File: config.mk
export PLATFORM = sky130hd
export DESIGN_NAME = accum_alu
export DESIGN_NICKNAME = d
export VERILOG_FILES = /design/src/rtl/accum_alu.sv
export SDC_FILE = /design/constraint.sdc
export NUM_CORES = 1
export LEC_CHECK = 0
export BUFFER_PORTS_ARGS = -buffer_cell sky130_fd_sc_hd__buf_4
export CAP_MARGIN = 20
export CELL_PAD_IN_SITES_DETAIL_PLACEMENT = 1
export CELL_PAD_IN_SITES_GLOBAL_PLACEMENT = 1
export CORE_MARGIN = 3
export CORE_UTILIZATION = 46
export DETAILED_ROUTE_END_ITERATION = 6
export PLACE_DENSITY = 0.95
export SYNTH_ARGS = -nofsm -noshare
export SYNTH_HDL_FRONTEND = slang
export SYNTH_SLANG_ARGS = --single-unit
File: constraint.sdc
create_clock -name clk -period 6.8 [get_ports clk]
set_input_delay 0.68 -clock clk [delete_from_list [all_inputs] [get_ports clk]]
set_output_delay 0.68 -clock clk [all_outputs]
set_load 0.02 [all_outputs]
File: src/rtl/accum_alu.sv
// accum_alu: sequential accumulator ALU with a 2*WIDTH-bit accumulator.
//
// Each accepted command combines A = acc_out[WIDTH-1:0] with the operand B.
// MUL/DIV/MOD run one bit per clock; every other operation completes in the
// acceptance cycle.
//
// Handshake: a command (op_code, operand) is accepted on a rising clk edge
// where start=1 and busy=0. A start seen while busy=1 is dropped, not queued.
// Each completion raises done for exactly one cycle. acc_out and err_code
// change only at a completion, and they hold until the next completion.
//
// Build option ACCUM_ALU_MULDIV_EN:
//   defined   -> MUL/DIV/MOD use the iterative shift-add / restoring datapath.
//   undefined -> no iterative datapath. op_code 2..4 complete in one cycle
//                with acc unchanged and err_code=11. busy is tied low.
//
// Ports:
//   clk        rising-edge clock
//   rst        asynchronous active-high reset
//   start      command strobe, sampled only while busy=0
//   op_code    operation select (4 bits), sampled with start
//   operand    operand B (WIDTH bits), sampled with start
//   busy       iterative operation in progress
//   done       one-cycle completion pulse
//   acc_out    accumulator contents (2*WIDTH bits)
//   err_code   [0] signed add/sub overflow, [1] divide/modulo by zero
//   dbg_state  current FSM state (0 = IDLE, 1 = ITER)
module accum_alu #(
  parameter int WIDTH = 16
) (
  input  logic               clk,
  input  logic               rst,
  input  logic               start,
  input  logic [3:0]         op_code,
  input  logic [WIDTH-1:0]   operand,
  output logic               busy,
  output logic               done,
  output logic [2*WIDTH-1:0] acc_out,
  output logic [1:0]         err_code,
  output logic               dbg_state
);

  localparam int AW = 2 * WIDTH;
  localparam int CW = $clog2(WIDTH + 1);

  localparam logic [3:0] OP_ADD  = 4'd0,  OP_SUB   = 4'd1,  OP_MUL   = 4'd2;
  localparam logic [3:0] OP_DIV  = 4'd3,  OP_MOD   = 4'd4,  OP_AND   = 4'd5;
  localparam logic [3:0] OP_OR   = 4'd6,  OP_NAND  = 4'd7,  OP_NOR   = 4'd8;
  localparam logic [3:0] OP_XOR  = 4'd9,  OP_XNOR  = 4'd10, OP_NOT   = 4'd11;
  localparam logic [3:0] OP_PRE  = 4'd12, OP_CLR   = 4'd13, OP_LOAD  = 4'd14;

  typedef enum logic {S_IDLE = 1'b0, S_ITER = 1'b1} state_t;

  state_t state, state_nxt;

  logic [WIDTH-1:0] a;
  logic [WIDTH:0]   a_x, b_x, arith;
  logic [AW-1:0]    sc_acc;
  logic [1:0]       sc_err;
  logic             iter_op;

  assign a         = acc_out[WIDTH-1:0];
  assign a_x       = {a[WIDTH-1], a};
  assign b_x       = {operand[WIDTH-1], operand};
  assign dbg_state = state;

  // Result of a single-cycle command, applied at the acceptance edge.
  always_comb begin
    sc_acc = acc_out;
    sc_err = 2'b00;
    arith  = a_x + b_x;
    case (op_code)
      OP_ADD, OP_SUB: begin
        arith = (op_code == OP_ADD) ? (a_x + b_x) : (a_x - b_x);
        // Exact (WIDTH+1)-bit result. Overflow occurs when the WIDTH-bit
        // truncation would show a different sign.
        sc_acc    = {{(AW-WIDTH-1){arith[WIDTH]}}, arith};
        sc_err[0] = arith[WIDTH] ^ arith[WIDTH-1];
      end
      OP_MUL, OP_DIV, OP_MOD: begin
`ifdef ACCUM_ALU_MULDIV_EN
        // Only divide/modulo by zero reaches this path. MUL always iterates.
        sc_err = 2'b10;
`else
        sc_err = 2'b11;
`endif
      end
      OP_AND:  sc_acc = {{WIDTH{1'b0}}, a & operand};
      OP_OR:   sc_acc = {{WIDTH{1'b0}}, a | operand};
      OP_NAND: sc_acc = {{WIDTH{1'b0}}, ~(a & operand)};
      OP_NOR:  sc_acc = {{WIDTH{1'b0}}, ~(a | operand)};
      OP_XOR:  sc_acc = {{WIDTH{1'b0}}, a ^ operand};
      OP_XNOR: sc_acc = {{WIDTH{1'b0}}, ~(a ^ operand)};
      OP_NOT:  sc_acc = {{WIDTH{1'b0}}, ~a};
      OP_PRE:  sc_acc = '1;
      OP_CLR:  sc_acc = '0;
      OP_LOAD: sc_acc = {{WIDTH{1'b0}}, operand};
      default: ;  // NOP
    endcase
  end

`ifdef ACCUM_ALU_MULDIV_EN
  logic [CW-1:0]    cnt;
  logic             it_mul, it_mod;
  logic [AW-1:0]    mcand, prod, prod_nxt;
  logic [WIDTH-1:0] shreg, shreg_nxt, rem, rem_nxt, divisor;
  logic [WIDTH:0]   div_sh;
  logic             div_ge;

  assign iter_op = (op_code == OP_MUL) ||
                   (((op_code == OP_DIV) || (op_code == OP_MOD)) && (operand != '0));
  assign busy    = (state == S_ITER);

  // One iteration step. For MUL, shreg holds the multiplier and shifts right.
  // For DIV/MOD, shreg holds the dividend and shifts left. Quotient bits enter
  // shreg from the bottom.
  always_comb begin
    prod_nxt = shreg[0] ? (prod + mcand) : prod;
    div_sh   = {rem, shreg[WIDTH-1]};
    // The trial difference is below divisor whenever it is taken, so WIDTH
    // bits are enough to hold it.
    div_ge   = div_sh[WIDTH] || (div_sh[WIDTH-1:0] >= divisor);
    rem_nxt  = div_ge ? (div_sh[WIDTH-1:0] - divisor) : div_sh[WIDTH-1:0];
    shreg_nxt = it_mul ? {1'b0, shreg[WIDTH-1:1]} : {shreg[WIDTH-2:0], div_ge};
  end
`else
  assign iter_op = 1'b0;
  assign busy    = 1'b0;
`endif

  // Next-state logic.
  always_comb begin
    state_nxt = state;
    case (state)
      S_IDLE: if (start && iter_op) state_nxt = S_ITER;
`ifdef ACCUM_ALU_MULDIV_EN
      S_ITER: if (cnt == CW'(1)) state_nxt = S_IDLE;
`endif
      default: state_nxt = S_IDLE;
    endcase
  end

  always_ff @(posedge clk or posedge rst) begin
    if (rst) state <= S_IDLE;
    else     state <= state_nxt;
  end

  always_ff @(posedge clk or posedge rst) begin
    if (rst) begin
      acc_out  <= '0;
      err_code <= 2'b00;
      done     <= 1'b0;
`ifdef ACCUM_ALU_MULDIV_EN
      cnt      <= '0;
      it_mul   <= 1'b0;
      it_mod   <= 1'b0;
      mcand    <= '0;
      prod     <= '0;
      shreg    <= '0;
      rem      <= '0;
      divisor  <= '0;
`endif
    end else begin
      done <= 1'b0;
      if (state == S_IDLE) begin
        if (start) begin
          if (iter_op) begin
`ifdef ACCUM_ALU_MULDIV_EN
            cnt     <= CW'(WIDTH);
            it_mul  <= (op_code == OP_MUL);
            it_mod  <= (op_code == OP_MOD);
            mcand   <= {{WIDTH{1'b0}}, a};
            prod    <= '0;
            shreg   <= (op_code == OP_MUL) ? operand : a;
            rem     <= '0;
            divisor <= operand;
`endif
          end else begin
            acc_out  <= sc_acc;
            err_code <= sc_err;
            done     <= 1'b1;
          end
        end
      end
`ifdef ACCUM_ALU_MULDIV_EN
      else begin
        cnt   <= cnt - CW'(1);
        prod  <= prod_nxt;
        mcand <= mcand << 1;
        shreg <= shreg_nxt;
        rem   <= rem_nxt;
        if (cnt == CW'(1)) begin
          acc_out  <= it_mul ? prod_nxt
                             : {{WIDTH{1'b0}}, (it_mod ? rem_nxt : shreg_nxt)};
          err_code <= 2'b00;
          done     <= 1'b1;
        end
      end
`endif
    end
  end

endmodule

==> flow_summary.ini <==
[placed_design]
dpl.hpwl_mm = 10.1
port_buffers = 57
dp_cells = 619
dp_slack_ns = 2.14
gp_congestion = 0.951

[clocking]
root_buffer = clkbuf_8
worstSkewPairLatency_ns = 0.28
cts.repair.resized = 0
cts_hold_buf = 0
cts_setup_buffers = 0
cts.sinks = 20
h-tree-depth = 1
clockBufferDepth = 2
cts.clk_slew.worst_paths_ns = 0.10
tritoncts = built
cts_made_buffers = 3

[yosys]
netlist_instances = 506
syn_area_um2 = 3680
seq_area_frac_synth_pct = 13.6
synth_ff_type = dfrtp_1
yosysWarnings = 0
synthTopCellsByArea = ha_1 (16%), dfrtp_1 (14%), a21oi_1 (6.7%)
synthArstFlopShare_pct = 100
synth_top_cell_by_area = ha_1
ys_types = 59
synth-seq-cells = 20
synth_edf_count = 0
avgSynthCellArea_um2 = 7.27
yosysTopAreaCellShare_pct = 16.3

[route]
finalWirelength_mm = 13.8
wl_per_cell_um = 22.0
route.detailed.drc = 0
drt_pass1_iterations = 7
drt_iter0_markers = 298
drtAntennaViolNets = 0
vias = 4101
viasPerCell = 6.56

[critical_path]
critPathArrivalTime_ns = 4.20
end_kind = flop
cp_top_family = compound AO/OA/AOI/OAI gates
required_ns = 6.97
critPathLaunch = op_code[1]
path_buf_inv = 2
cp.depth = 14
ff2ff_setup_slack_ns = 4.24
criticalPathCategory = in2reg
worstReg2RegStart = acc_out[0]
critical_path.max_stage_delay_ns = 0.40
cpMostUsedCell = nor2_1
worst-r2r-cell-count = 9
critical-path-slowest-cell = or2_2
critPathLaunchType = input pin
endpoint = acc_out[13]
reg2reg_to = acc_out[14]
crit_fanout = 42
path_cells = buf_4, or2_2, nor3_1, clkbuf_4, nor2_1, xnor2_1, ha_1, o21ai_0, nor2_1, o211a_2, a21oi_1, o21ai_1, and3_1, a2111oi_0

[sta]
min_period_ns = 4.04
setup_tns_ns = 0
max_slew_margin_pct = 37.7
rsz0062_at_grt = false
finalHoldViolCount = 0
worstMarginPinSlew_ns = 0.934
finClkSkew_ns = 0.00417
maxSlewViolCount = 0
setup_viol = 0
holdWs_ns = 0.547
min_period_over_period_pct = 59.4
setup_ws_ns = 2.76
fmax_mhz = 248

[power_and_ir_drop]
power.leakage_nw = 1.95
comb_power_share_pct = 70.0
vdd_ir_drop_max_uv = 130
power_frac_seq_pct = 19.8
p_int_mw = 0.509
swShare_pct = 51.9
switchingPower_mw = 0.551
pwr-share-clk_pct = 10.2
power.density_nw_per_um2 = 260

[die]
start_util_pct = 49.2
rows = 31
io_pins = 60
die_area_um2 = 9110
die_w_um = 95.5
die_h_um = 95.5
coreArea_um2 = 7490

[status]
status = completed

[final_layout]
synthToLayoutAreaGrowth_pct = 10.6
antenna_cells = 0
layout-drive-gt1-share_pct = 14.4
finalNetCount = 599
fin_cells = 625

[flow_run]
max-cap-violations = 0

[global_routing]
grt_max_degree = 46
grt.overflow.total = 0
grt_pass1_wl_mm = 21.6
grt.total_usage_pct = 30.5
grt_pass1_vias = 4184
antenna_found_initial = 0

[worst_hold_path]
min_path_type = reg2reg
hold_path_startpoint = err_code[1]
==> layer usage <==
layer,share of wire [%],GRT usage [%],vias up
met5,0,0,-
met3,6.3,3.55,38
li1,-,-,1847
met2,48,53.2,172
met4,3.3,11.1,0
met1,42,38.4,2044
==> stage by stage <==
stage	area, µm²	total power, mW	util, %
after global routing	4070	1.14	54.4
after detailed placement	4000	0.941	53.5
after floorplan	3680	0.728	-
after CTS	4060	1.05	54.2
final	4070	1.06	54.4
after global placement	4000	0.903	53.5
==> sequential cells by signal (all words and copies together) (netlist names) <==
| name | flops |
|---|---|
| done | 1 |
| err_code | 2 |
| acc_out | 17 |
==> logic make-up (layout without fill, tap and decap cells) <==
logic type | after synthesis | in the layout | share of synthesized area (%)
buffers and inverters | 85 | 104 | 10.6
adder cells (fa/ha/maj) | 49 | 49 | 16.9
multiplexers | 9 | 9 | 2.52
AO/OA/AOI/OAI | 179 | 179 | 31.6
flip-flops | 20 | 20 | 13.6
other | 1 | 2 | 0.102
AND/OR/NAND/NOR | 125 | 125 | 15.7
XOR/XNOR | 38 | 38 | 9.04
==> power groups by stage <==
stage	sequential [mW]	combinational, mW	clock [mW]
global route	0.216	0.812	0.116
detailed placement	0.212	0.729	0
global placement	0.208	0.695	0
floorplan	0.232	0.496	0
CTS	0.210	0.735	0.108
finish	0.210	0.742	0.108
==> worst reg2reg max path: stages (launching register included) <==
cell	delay [ns]
dfrtp_1	0.44
ha_1	0.28
fa_1	0.44
nand3_1	0.12
a21oi_1	0.12
o211ai_1	0.26
a21oi_1	0.13
o21ai_1	0.12
or3b_1	0.36
a32oi_1	0.21
==> final cells by class <==
type                    count  area, µm²
clock buffers               4       55.1
fillers                  1000       3410
inverters                  40        150
multi-input cells         402       2790
flip-flops and latches     20        500
well taps                  99        124
repair buffers             60        448
==> cell usage after synthesis (4+ instances only) <==
library cell,number
a21oi_1,49
ha_1,48
nor2_1,43
nand2_1,39
o21ai_0,39
inv_1,37
xnor2_1,25
dfrtp_1,20
buf_4,17
clkbuf_1,17
xor2_1,13
nand3_1,11
a22oi_1,9
a211oi_1,8
a21o_1,8
a31oi_1,8
mux2i_1,7
a221oi_1,6
and3_1,6
buf_2,6
nand2b_1,6
nor3_1,6
o221ai_1,6
buf_1,5
o22ai_1,5
a2111oi_0,4
==> how the worst min path moves through the flow <==
stage	to	slack [ns]	cells after the start
6_report	err_code[1]	0.55	2
3_5_place_dp	err_code[1]	0.54	2
2_1_floorplan	err_code[1]	0.61	2
4_1_cts	err_code[1]	0.56	2
5_1_grt	done	0.56	1
3_3_place_gp	err_code[1]	0.52	2
==> placed cells by master (no fill, tap or decap), drive strengths merged, types with 3 or more instances in the layout <==
master,instances
o22ai,5
a31oi,8
nor2,43
nand2b,6
dfrtp,20
a21oi,49
o211ai,3
xnor2,25
clkbuf,5
o21ai,42
and3,6
a211oi,8
a221oi,6
inv,40
o221ai,6
a22oi,9
buf,59
a2111oi,4
nand2,39
xor2,13
o21a,3
nor3,7
a21o,8
ha,48
nand3,11
o2bb2ai,3
mux2i,7
and2,3
a211o,3
(Power assumes the default switching activity.)
